<file path="src/rtl/cpu_pkg.sv">
`default_nettype none
// ============================================================================
// Package   : cpu_pkg
// Purpose   : Opcodes, instruction field layout and sequencer states of the 8-bit accumulator CPU.
// Revision  : 1.0
// ============================================================================
package cpu_pkg;

    localparam int CPU_DATA_WIDTH   = 8;
    localparam int CPU_ADDR_WIDTH   = 5;
    localparam int CPU_OPCODE_WIDTH = 3;

    localparam int OPCODE_MSB  = CPU_DATA_WIDTH - 1;
    localparam int OPCODE_LSB  = CPU_DATA_WIDTH - CPU_OPCODE_WIDTH;
    localparam int OPERAND_MSB = CPU_ADDR_WIDTH - 1;
    localparam int OPERAND_LSB = 0;

    localparam logic [2:0] OP_HLT = 3'b000;
    localparam logic [2:0] OP_JMP = 3'b001;
    localparam logic [2:0] OP_ADD = 3'b010;
    localparam logic [2:0] OP_AND = 3'b011;
    localparam logic [2:0] OP_XOR = 3'b100;
    localparam logic [2:0] OP_LDA = 3'b101;
    localparam logic [2:0] OP_STO = 3'b110;
    localparam logic [2:0] OP_SKZ = 3'b111;

    typedef enum logic [2:0] {
        S_IDLE    = 3'd0,
        S_FETCH   = 3'd1,
        S_DECODE  = 3'd2,
        S_EXECUTE = 3'd3,
        S_UPDATE  = 3'd4,
        S_HALT    = 3'd5,
        S_PAUSE   = 3'd6
    } seq_state_t;

endpackage : cpu_pkg
`default_nettype wire

</file>
<file path="src/rtl/pc_next_calc.sv">
`default_nettype none
// ============================================================================
// Module    : pc_next_calc
// Purpose   : Next-PC selection: jump target, skip (+2) or increment, wrapping.
// Revision  : 1.0
// ============================================================================
module pc_next_calc #(
    parameter int ADDR_WIDTH = 5
) (
    input  logic [ADDR_WIDTH-1:0] pc,
    input  logic [ADDR_WIDTH-1:0] operand_addr,
    input  logic                  jump,
    input  logic                  skip,
    input  logic                  acc_zero,
    output logic [ADDR_WIDTH-1:0] next_pc
);

    // Jump has priority over skip; sums wrap naturally at ADDR_WIDTH bits.
    always_comb begin
        next_pc = pc + ADDR_WIDTH'(1);
        if (jump) begin
            next_pc = operand_addr;
        end else if (skip && acc_zero) begin
            next_pc = pc + ADDR_WIDTH'(2);
        end
    end

endmodule : pc_next_calc
`default_nettype wire

</file>
<file path="src/rtl/instr_fetch_sequencer.sv">
`default_nettype none
// ============================================================================
// Module    : instr_fetch_sequencer
// Purpose   : Fetch/decode/execute/update sequencer owning PC, IR and halt.
//             INSTR_FETCH_SINGLE_STEP_EN adds a step input and PAUSE state.
// Revision  : 1.0
// ============================================================================
module instr_fetch_sequencer
    import cpu_pkg::*;
#(
    parameter int DATA_WIDTH   = 8,
    parameter int ADDR_WIDTH   = 5,
    parameter int OPCODE_WIDTH = 3
) (
    input  logic                    clk,
    input  logic                    rst_n,
    output logic                    mem_req,
    output logic [ADDR_WIDTH-1:0]   mem_addr,
    input  logic [DATA_WIDTH-1:0]   mem_rdata,
    input  logic                    mem_ready,
    output logic [OPCODE_WIDTH-1:0] opcode,
    output logic [ADDR_WIDTH-1:0]   operand_addr,
    output logic                    instr_valid,
    input  logic                    exec_done,
    input  logic                    jump,
    input  logic                    skip,
    input  logic                    acc_zero,
    input  logic                    resume,
`ifdef INSTR_FETCH_SINGLE_STEP_EN
    input  logic                    step,
`endif
    output logic [ADDR_WIDTH-1:0]   pc,
    output logic                    halted
);

    seq_state_t            r_state;
    logic                  r_jump;
    logic                  r_skip;
    logic                  r_acc_zero;
    logic                  w_calc_jump;
    logic                  w_calc_skip;
    logic [ADDR_WIDTH-1:0] w_next_pc;

    // Outside UPDATE the calculator degenerates to pc+1, which is what HALT
    // resume needs; stale flags from the last instruction must not leak in.
    assign w_calc_jump = r_jump && (r_state == S_UPDATE);
    assign w_calc_skip = r_skip && (r_state == S_UPDATE);

    pc_next_calc #(
        .ADDR_WIDTH (ADDR_WIDTH)
    ) u_pc_next_calc (
        .pc           (pc),
        .operand_addr (operand_addr),
        .jump         (w_calc_jump),
        .skip         (w_calc_skip),
        .acc_zero     (r_acc_zero),
        .next_pc      (w_next_pc)
    );

    always_ff @(posedge clk or negedge rst_n) begin
        if (!rst_n) begin
            r_state      <= S_IDLE;
            pc           <= '0;
            mem_req      <= 1'b0;
            mem_addr     <= '0;
            opcode       <= '0;
            operand_addr <= '0;
            instr_valid  <= 1'b0;
            halted       <= 1'b0;
            r_jump       <= 1'b0;
            r_skip       <= 1'b0;
            r_acc_zero   <= 1'b0;
        end else begin
            instr_valid <= 1'b0;
            case (r_state)
                S_IDLE: begin
                    mem_req  <= 1'b1;
                    mem_addr <= pc;
                    r_state  <= S_FETCH;
                end
                S_FETCH: begin
                    if (mem_ready) begin
                        opcode       <= mem_rdata[DATA_WIDTH-1 -: OPCODE_WIDTH];
                        operand_addr <= mem_rdata[ADDR_WIDTH-1:0];
                        mem_req      <= 1'b0;
                        instr_valid  <= 1'b1;
                        r_state      <= S_DECODE;
                    end
                end
                S_DECODE: begin
                    if (opcode == OPCODE_WIDTH'(OP_HLT)) begin
                        halted  <= 1'b1;
                        r_state <= S_HALT;
                    end else begin
                        r_state <= S_EXECUTE;
                    end
                end
                S_EXECUTE: begin
                    if (exec_done) begin
                        r_jump     <= jump;
                        r_skip     <= skip;
                        r_acc_zero <= acc_zero;
                        r_state    <= S_UPDATE;
                    end
                end
                S_UPDATE: begin
                    pc <= w_next_pc;
`ifdef INSTR_FETCH_SINGLE_STEP_EN
                    r_state <= S_PAUSE;
`else
                    mem_req  <= 1'b1;
                    mem_addr <= w_next_pc;
                    r_state  <= S_FETCH;
`endif
                end
                S_HALT: begin
                    if (resume) begin
                        halted   <= 1'b0;
                        pc       <= w_next_pc;
                        mem_req  <= 1'b1;
                        mem_addr <= w_next_pc;
                        r_state  <= S_FETCH;
                    end
                end
`ifdef INSTR_FETCH_SINGLE_STEP_EN
                S_PAUSE: begin
                    if (step) begin
                        mem_req  <= 1'b1;
                        mem_addr <= pc;
                        r_state  <= S_FETCH;
                    end
                end
`endif
                default: begin
                    mem_req <= 1'b0;
                    r_state <= S_IDLE;
                end
            endcase
        end
    end

endmodule : instr_fetch_sequencer
`default_nettype wire

</file>
<file path="config.mk">
export PLATFORM = sky130hd
export DESIGN_NAME = instr_fetch_sequencer
export DESIGN_NICKNAME = d
export VERILOG_FILES = /design/src/rtl/cpu_pkg.sv /design/src/rtl/pc_next_calc.sv /design/src/rtl/instr_fetch_sequencer.sv
export SDC_FILE = /design/constraint.sdc
export NUM_CORES = 1
export LEC_CHECK = 0
export CAP_MARGIN = 20
export CORE_MARGIN = 3
export CORE_UTILIZATION = 40
export DETAILED_ROUTE_END_ITERATION = 10
export PLACE_DENSITY = 0.69
export REMOVE_ABC_BUFFERS = 1
export SLEW_MARGIN = 20
export SYNTH_ARGS = -nofsm -noshare
export SYNTH_HDL_FRONTEND = slang
export SYNTH_SLANG_ARGS = --single-unit
</file>
<file path="constraint.sdc">
create_clock -name clk -period 1.9 [get_ports clk]
set_input_delay 0.285 -clock clk [delete_from_list [all_inputs] [get_ports clk]]
set_output_delay 0.285 -clock clk [all_outputs]
set_load 0.01 [all_outputs]
</file>
==> results of run 1 <==
==> worst register-to-register path: cells and delay by family, from the launching register on <==
family,cells,cell delay (ns)
compound gates,3,0.59
flops,1,0.52
simple gates,2,0.48
==> metal layers <==
| layer | wire length [microns] | track usage (%) | part of all wire (%) | up-vias |
|---|---|---|---|---|
| met2 | 1549 | 25.52 | 49 | 30 |
| met1 | 1414 | 21.39 | 45 | 584 |
| met5 | 0 | 0 | 0 | - |
| met4 | 48 | 5.541 | 1.5 | 0 |
| met3 | 127 | 3.120 | 4.0 | 5 |
| li1 | - | - | - | 565 |
==> flip-flops by register name, indices dropped and copies added (netlist names) <==
signal,flops
halted,1
mem_addr,5
r_acc_zero,1
operand_addr,5
instr_valid,1
opcode,3
pc,5
r_state,3
mem_req,1
r_skip,1
r_jump,1
==> layout by cell type, fill, tap and decap left out, drive strengths merged, types with 3 or more instances in the layout <==
cell           netlist  routed
a21oi               12      12
buf                  4       4
clkbuf               1       4
clkdlybuf4s50        0      36
dfrtp               27      27
inv                  6       6
mux2                10      10
nand2               17      17
nand2b               3       3
nor2                 8       8
o21ai               12      12
o31ai                3       3
==> cells by family (layout without fill, tap and decap cells) <==
group           count (synthesis)  in the layout  share of synthesized area [%]
compound gates                 43             43                          20.09
xor+xnor                        1              1                         0.6365
fa+ha+maj                       2              2                          1.818
buf+inv                        11             50                          4.181
flops                          27             27                          49.09
mux                            10             10                          8.182
simple gates                   40             40                          16.00
==> how the worst min path moves through the flow <==
| stage | slack (ns) | endpoint |
|---|---|---|
| floorplan | -0.01 | halted |
| global route | 0.33 | operand_addr[1] |
| CTS | 0.32 | operand_addr[1] |
| finish | 0.30 | operand_addr[1] |
| global placement | 0.48 | mem_addr[4] |
| detailed placement | 0.49 | mem_addr[4] |
==> power by group through the flow <==
stage	Combinational [mW]	Sequential [mW]	Clock [mW]
2_1_floorplan	0.696	1.19	0
3_3_place_gp	1.40	1.14	0
3_5_place_dp	1.44	1.15	0
4_1_cts	1.44	1.14	0.266
5_1_grt	1.56	1.19	0.287
6_report	1.43	1.14	0.259
==> metrics by stage <==
| stage | std cells | util, % | hold WS (ns) |
|---|---|---|---|
| floorplan | 129 | - | -0.01059 |
| global placement | 213 | 56.22 | 0.4759 |
| detailed placement | 213 | 56.22 | 0.4877 |
| CTS | 217 | 57.05 | 0.3161 |
| global route | 217 | 57.09 | 0.3328 |
| finish | 217 | 57.09 | 0.3004 |
==> repair_timing <==
action / CTS / global route
gates resized for setup: 0 / 1
hold endpoints to repair: 0 / 0
setup endpoints to repair: 0 / 1
==> final cells by class <==
cell class | count | area [sq um]
fill | 300 | 1364
clock buffer | 4 | 26.28
multi-input combinational | 96 | 643.1
sequential | 27 | 676.9
timing repair buffer | 40 | 390.4
tap | 44 | 55.05
inverter | 6 | 22.52
==> reports/results.ini, run 1 <==
[route]
wl_microns=3139
viasPerCell=5.456
drtIter0Drc=104
final_antenna_net_count=0
wire_per_inst_microns=14.47
dr.pass1.iters=4
drc=0
via_count=1184

[synth]
synth_edf_count=0
netlist_top_cells_count=dfrtp_1 (27), nand2_1 (16), a21oi_1 (12)
ys_seq_elements=27
yosysUniqueCellTypes=41
yosysSeqAreaShare_pct=49.09
synthDominantCellAreaShare_pct=49.09
netlist_area_sq_um=1376
synth_top_cell_by_area=dfrtp_1
netlist_instances=134
netlist_top_cells_area=dfrtp_1 (49%), mux2_2 (8.2%), a21oi_1 (4.4%)
synth_top_flop_cell=dfrtp_1
ys_async_sr_fraction_pct=100.0
ys_warn_count=0
synth_most_common_cell=dfrtp_1
syn_area_per_cell_sq_um=10.27

[final_layout]
nNetsFinal=192
area_delta_synth_final_pct=31.82
diodes=0
final_layout_size_suffix_gt1_share_pct=15.03
design_area_sq_um=1814

[floorplanning]
core.rowCount=20
die_y_microns=64.66
initial_core_util_pct=43.31
dieArea_sq_um=4181
die_width_microns=64.66
pin_count=37
core_sq_um=3178

[clock_network]
htreeDepth=1
root_buffer=clkbuf_4
clk_latency_ns=0.33
cts_hold_buf=0
cts_tree=yes
cts_sinks=27
cts_buffer_depth=2
path_clk_slew_ns=0.15
cts_setup_buffers=0
numCtsBuffers=3

[pwr]
power_density_nw_per_um2=1556
clock_power_share_pct=9.2
power_leakage_nw=0.7448
comb_power_share_pct=50.6
pwr-share-seq_pct=40.3
vdd_drop_max_mv=0.5421
p_sw_share_pct=38.88
power_switching_mw=1.097
finalPower_mw=2.823
p_int_mw=1.725

[timing]
skew_ns=0.007170
slew_headroom_pct=61.34
grt_setup_unrepaired=false
worst_slew_pin_slew_ns=0.5761
setup_ws_ns=0.2087
final_hold_viol_count=0
fin_crit_ns=1.691
maxSlewViolCount=0
setup_viol=0
post-route-period-util_pct=89.02
fmax_mhz=591.2
tns_ns=0

[global_routing]
grt_first_pass_wirelength_microns=5188
grt_start_max_net_pins=28
overflow=0
grt_usage_pct=15.90
grt_pass1_vias=1099
antenna_found_initial=0

[worst_setup_path]
cp-start-kind=register
reg2reg_depth=5
crit_end=pc[1]
slowest_stage=clkdlybuf4s50_1
critPathLaunch=pc[1]
criticalPathCategory=register to output pin
reg2reg_to=pc[4]
crit_buf_inv=1
worst-path-max-fanout=7
end_kind=output pin
path_cells=clkdlybuf4s50_1
cpPeakStageDelay_ns=0.58
crit_cells=1
arrival_ns=1.41
reg2reg_slack_ns=0.22
cp_data_required_time_ns=1.62
path_delay_family=buffers and inverters
r2r_start=r_state[1]

[job]
maxCapViolations=0

[placed_design]
place.gp.congestion=0.8037
portBuffers=36
place_hpwl_microns=2373
pre_cts_slack_ns=0.05388
placed_cell_area_sq_um=1787

[worst_hold_path]
worstHoldPathType=input port to async pin

[status]
run_status=finished clean

Note: power is estimated with default switching activity, not from simulation.
==> run 2, diff against run 1 <==
clock period = 1.75 ns   (was 1.9 ns; I/O delays follow)
==> run 2 against run 1 <==
Net effect: power up 11%; register-to-register slack worse by 0.05 ns; die area unchanged; combinational power is 16% higher; clock-buffer cell count decreased by 1; critical path type unchanged; largest cell class unchanged.
==> reports/results.ini, run 2 (synthesized netlist as in run 1, its figures left out) <==
[worst_hold_path]
worstHoldPathType=input port to async pin  ; unchanged

[floorplanning]
initial_core_util_pct=43.31  ; unchanged
die_y_microns=64.66  ; unchanged
pin_count=37  ; unchanged
dieArea_sq_um=4181  ; unchanged
core.rowCount=20  ; unchanged
die_width_microns=64.66  ; unchanged
core_sq_um=3178  ; unchanged

[timing]
worst_slew_pin_slew_ns=0.4681  ; was 0.5761 ns
maxSlewViolCount=0  ; unchanged
tns_ns=0  ; unchanged
post-route-period-util_pct=94.67
fmax_mhz=603.6
fin_crit_ns=1.657
setup_ws_ns=0.09335  ; was 0.2087 ns
skew_ns=0.004957  ; was 0.007170 ns
slew_headroom_pct=68.59  ; was 61.34%
setup_viol=0  ; unchanged
final_hold_viol_count=0  ; unchanged
grt_setup_unrepaired=false  ; unchanged

[final_layout]
top_regs=mem_addr x5, operand_addr x5, pc x5  ; unchanged
final_common_cell=clkdlybuf4s50_1  ; unchanged
final_cells=220  ; was 217
area_delta_synth_final_pct=34.45  ; was 31.82%
final_layout_size_suffix_gt1_share_pct=17.05  ; was 15.03%
layout_common_cells=clkdlybuf4s50_1 (36), dfrtp_1 (26), nand2_1 (16)  ; unchanged
diodes=0  ; unchanged
nNetsFinal=195  ; was 192
fillers=280  ; was 300

[placed_design]
place_inst=216  ; was 213
place.gp.congestion=0.8503  ; was 0.8037
place_hpwl_microns=2382  ; was 2373 microns
portBuffers=36  ; unchanged
pre_cts_slack_ns=0.05964  ; was 0.05388 ns

[job]
maxCapViolations=0  ; unchanged

[clock_network]
cts_hold_buf=0  ; unchanged
numCtsBuffers=3  ; unchanged
htreeDepth=1  ; unchanged
cts_buffer_depth=2  ; unchanged
path_clk_slew_ns=0.15  ; about the same
cts_tree=yes  ; unchanged
cts_sinks=27  ; unchanged
clk_latency_ns=0.33  ; about the same
root_buffer=clkbuf_4  ; unchanged

[route]
wl_microns=3078  ; was 3139 microns
wire_per_inst_microns=13.99  ; was 14.47 microns
dr.pass1.iters=4  ; unchanged
drc=0  ; unchanged
final_antenna_net_count=0  ; unchanged
viasPerCell=5.291  ; was 5.456
via_count=1164  ; was 1184
drtIter0Drc=98  ; was 104

[status]
run_status=finished clean  ; unchanged

[worst_setup_path]
cp-start-kind=register  ; unchanged
end_kind=output pin  ; unchanged
r2r_start=r_state[1]  ; unchanged
reg2reg_slack_ns=0.17  ; was 0.22 ns
worst-path-max-fanout=6  ; was 7
critPathLaunch=pc[0]  ; was pc[1]
arrival_ns=1.39  ; was 1.41 ns
criticalPathCategory=register to output pin  ; unchanged
cp_data_required_time_ns=1.49  ; was 1.62 ns

[global_routing]
antenna_found_initial=0  ; unchanged
grt_first_pass_wirelength_microns=5306  ; was 5188 microns
grt_usage_pct=16.16  ; was 15.90%
grt_pass1_vias=1093  ; was 1099
grt_start_max_net_pins=28  ; unchanged
overflow=0  ; unchanged

[pwr]
vdd_drop_max_mv=0.7689  ; was 0.5421 mV
power_density_nw_per_um2=1692  ; was 1556 nW/um^2
power_leakage_nw=0.7660  ; was 0.7448 nW

-- run 2: cell count changes in the layout (fill, tap and decap cells not counted) --
cell      delta
buf_12       +1
buf_4        +2
clkbuf_1     -1
clkinv_2     +1
-- run 2: critical path, stage by stage (launching register included) --
cell and delay, ns:
dfrtp_1 0.38, buf_4 0.15, clkdlybuf4s50_1 0.54
-- run 2: area by class of cell --
| cell class | instances | area, sq um | area share (%) |
|---|---|---|---|
| clock buffer | 3 | 22.52 | 1.217 |
| tap | 44 | 55.05 | 2.975 |
| timing repair buffer | 43 | 425.4 | 22.99 |
| clock inverter | 1 | 5.005 | 0.2705 |
| inverter | 6 | 22.52 | 1.217 |
| multi-input combinational | 96 | 643.1 | 34.75 |
| sequential | 27 | 676.9 | 36.58 |
-- run 2: per-layer routing --
metal / vias up / share of wire [%] / GRT usage, %
met5: - / 0 / 0
met4: 0 / 1.0 / 6.332
met3: 4 / 4.0 / 2.600
met2: 27 / 50 / 25.00
met1: 557 / 45 / 22.60
li1: 576 / - / -
-- run 2: worst paths after layout --
check | endpoint | cells after the start
hold / removal | operand_addr[3] | 2
setup / recovery | pc[0] | 2
max in group asynchronous | pc[1] | 2
hold reg to reg | mem_addr[4] | 2
setup reg to reg | pc[4] | 5
min in group clk | operand_addr[1] | 3
-- run 2: power breakdown --
group | leakage [nW] | internal, mW | switching (mW)
logic | 0.423 | 0.932 | 0.726
clock network | 0.0177 | 0.0859 | 0.187
registers | 0.326 | 0.917 | 0.283
total | 0.766 | 1.94 | 1.20
-- run 2: timing repair --
item                                    4_1_cts  5_1_grt
gates resized for setup                       0        1
endpoints found under the setup margin        0        1
buffers inserted                              0        0
hold endpoints to repair                      0        0
-- run 2: stage by stage --
step | power (mW) | cell area, sq um | util (%) | hold WS [ns]
2_1_floorplan | 2.047 | 1341 | - | -0.03309
3_3_place_gp | 2.842 | 1822 | 57.32 | 0.4807
3_5_place_dp | 2.881 | 1822 | 57.32 | 0.4894
4_1_cts | 3.162 | 1849 | 58.19 | 0.2966
5_1_grt | 3.394 | 1851 | 58.23 | 0.2950
6_report | 3.131 | 1851 | 58.23 | 0.2863
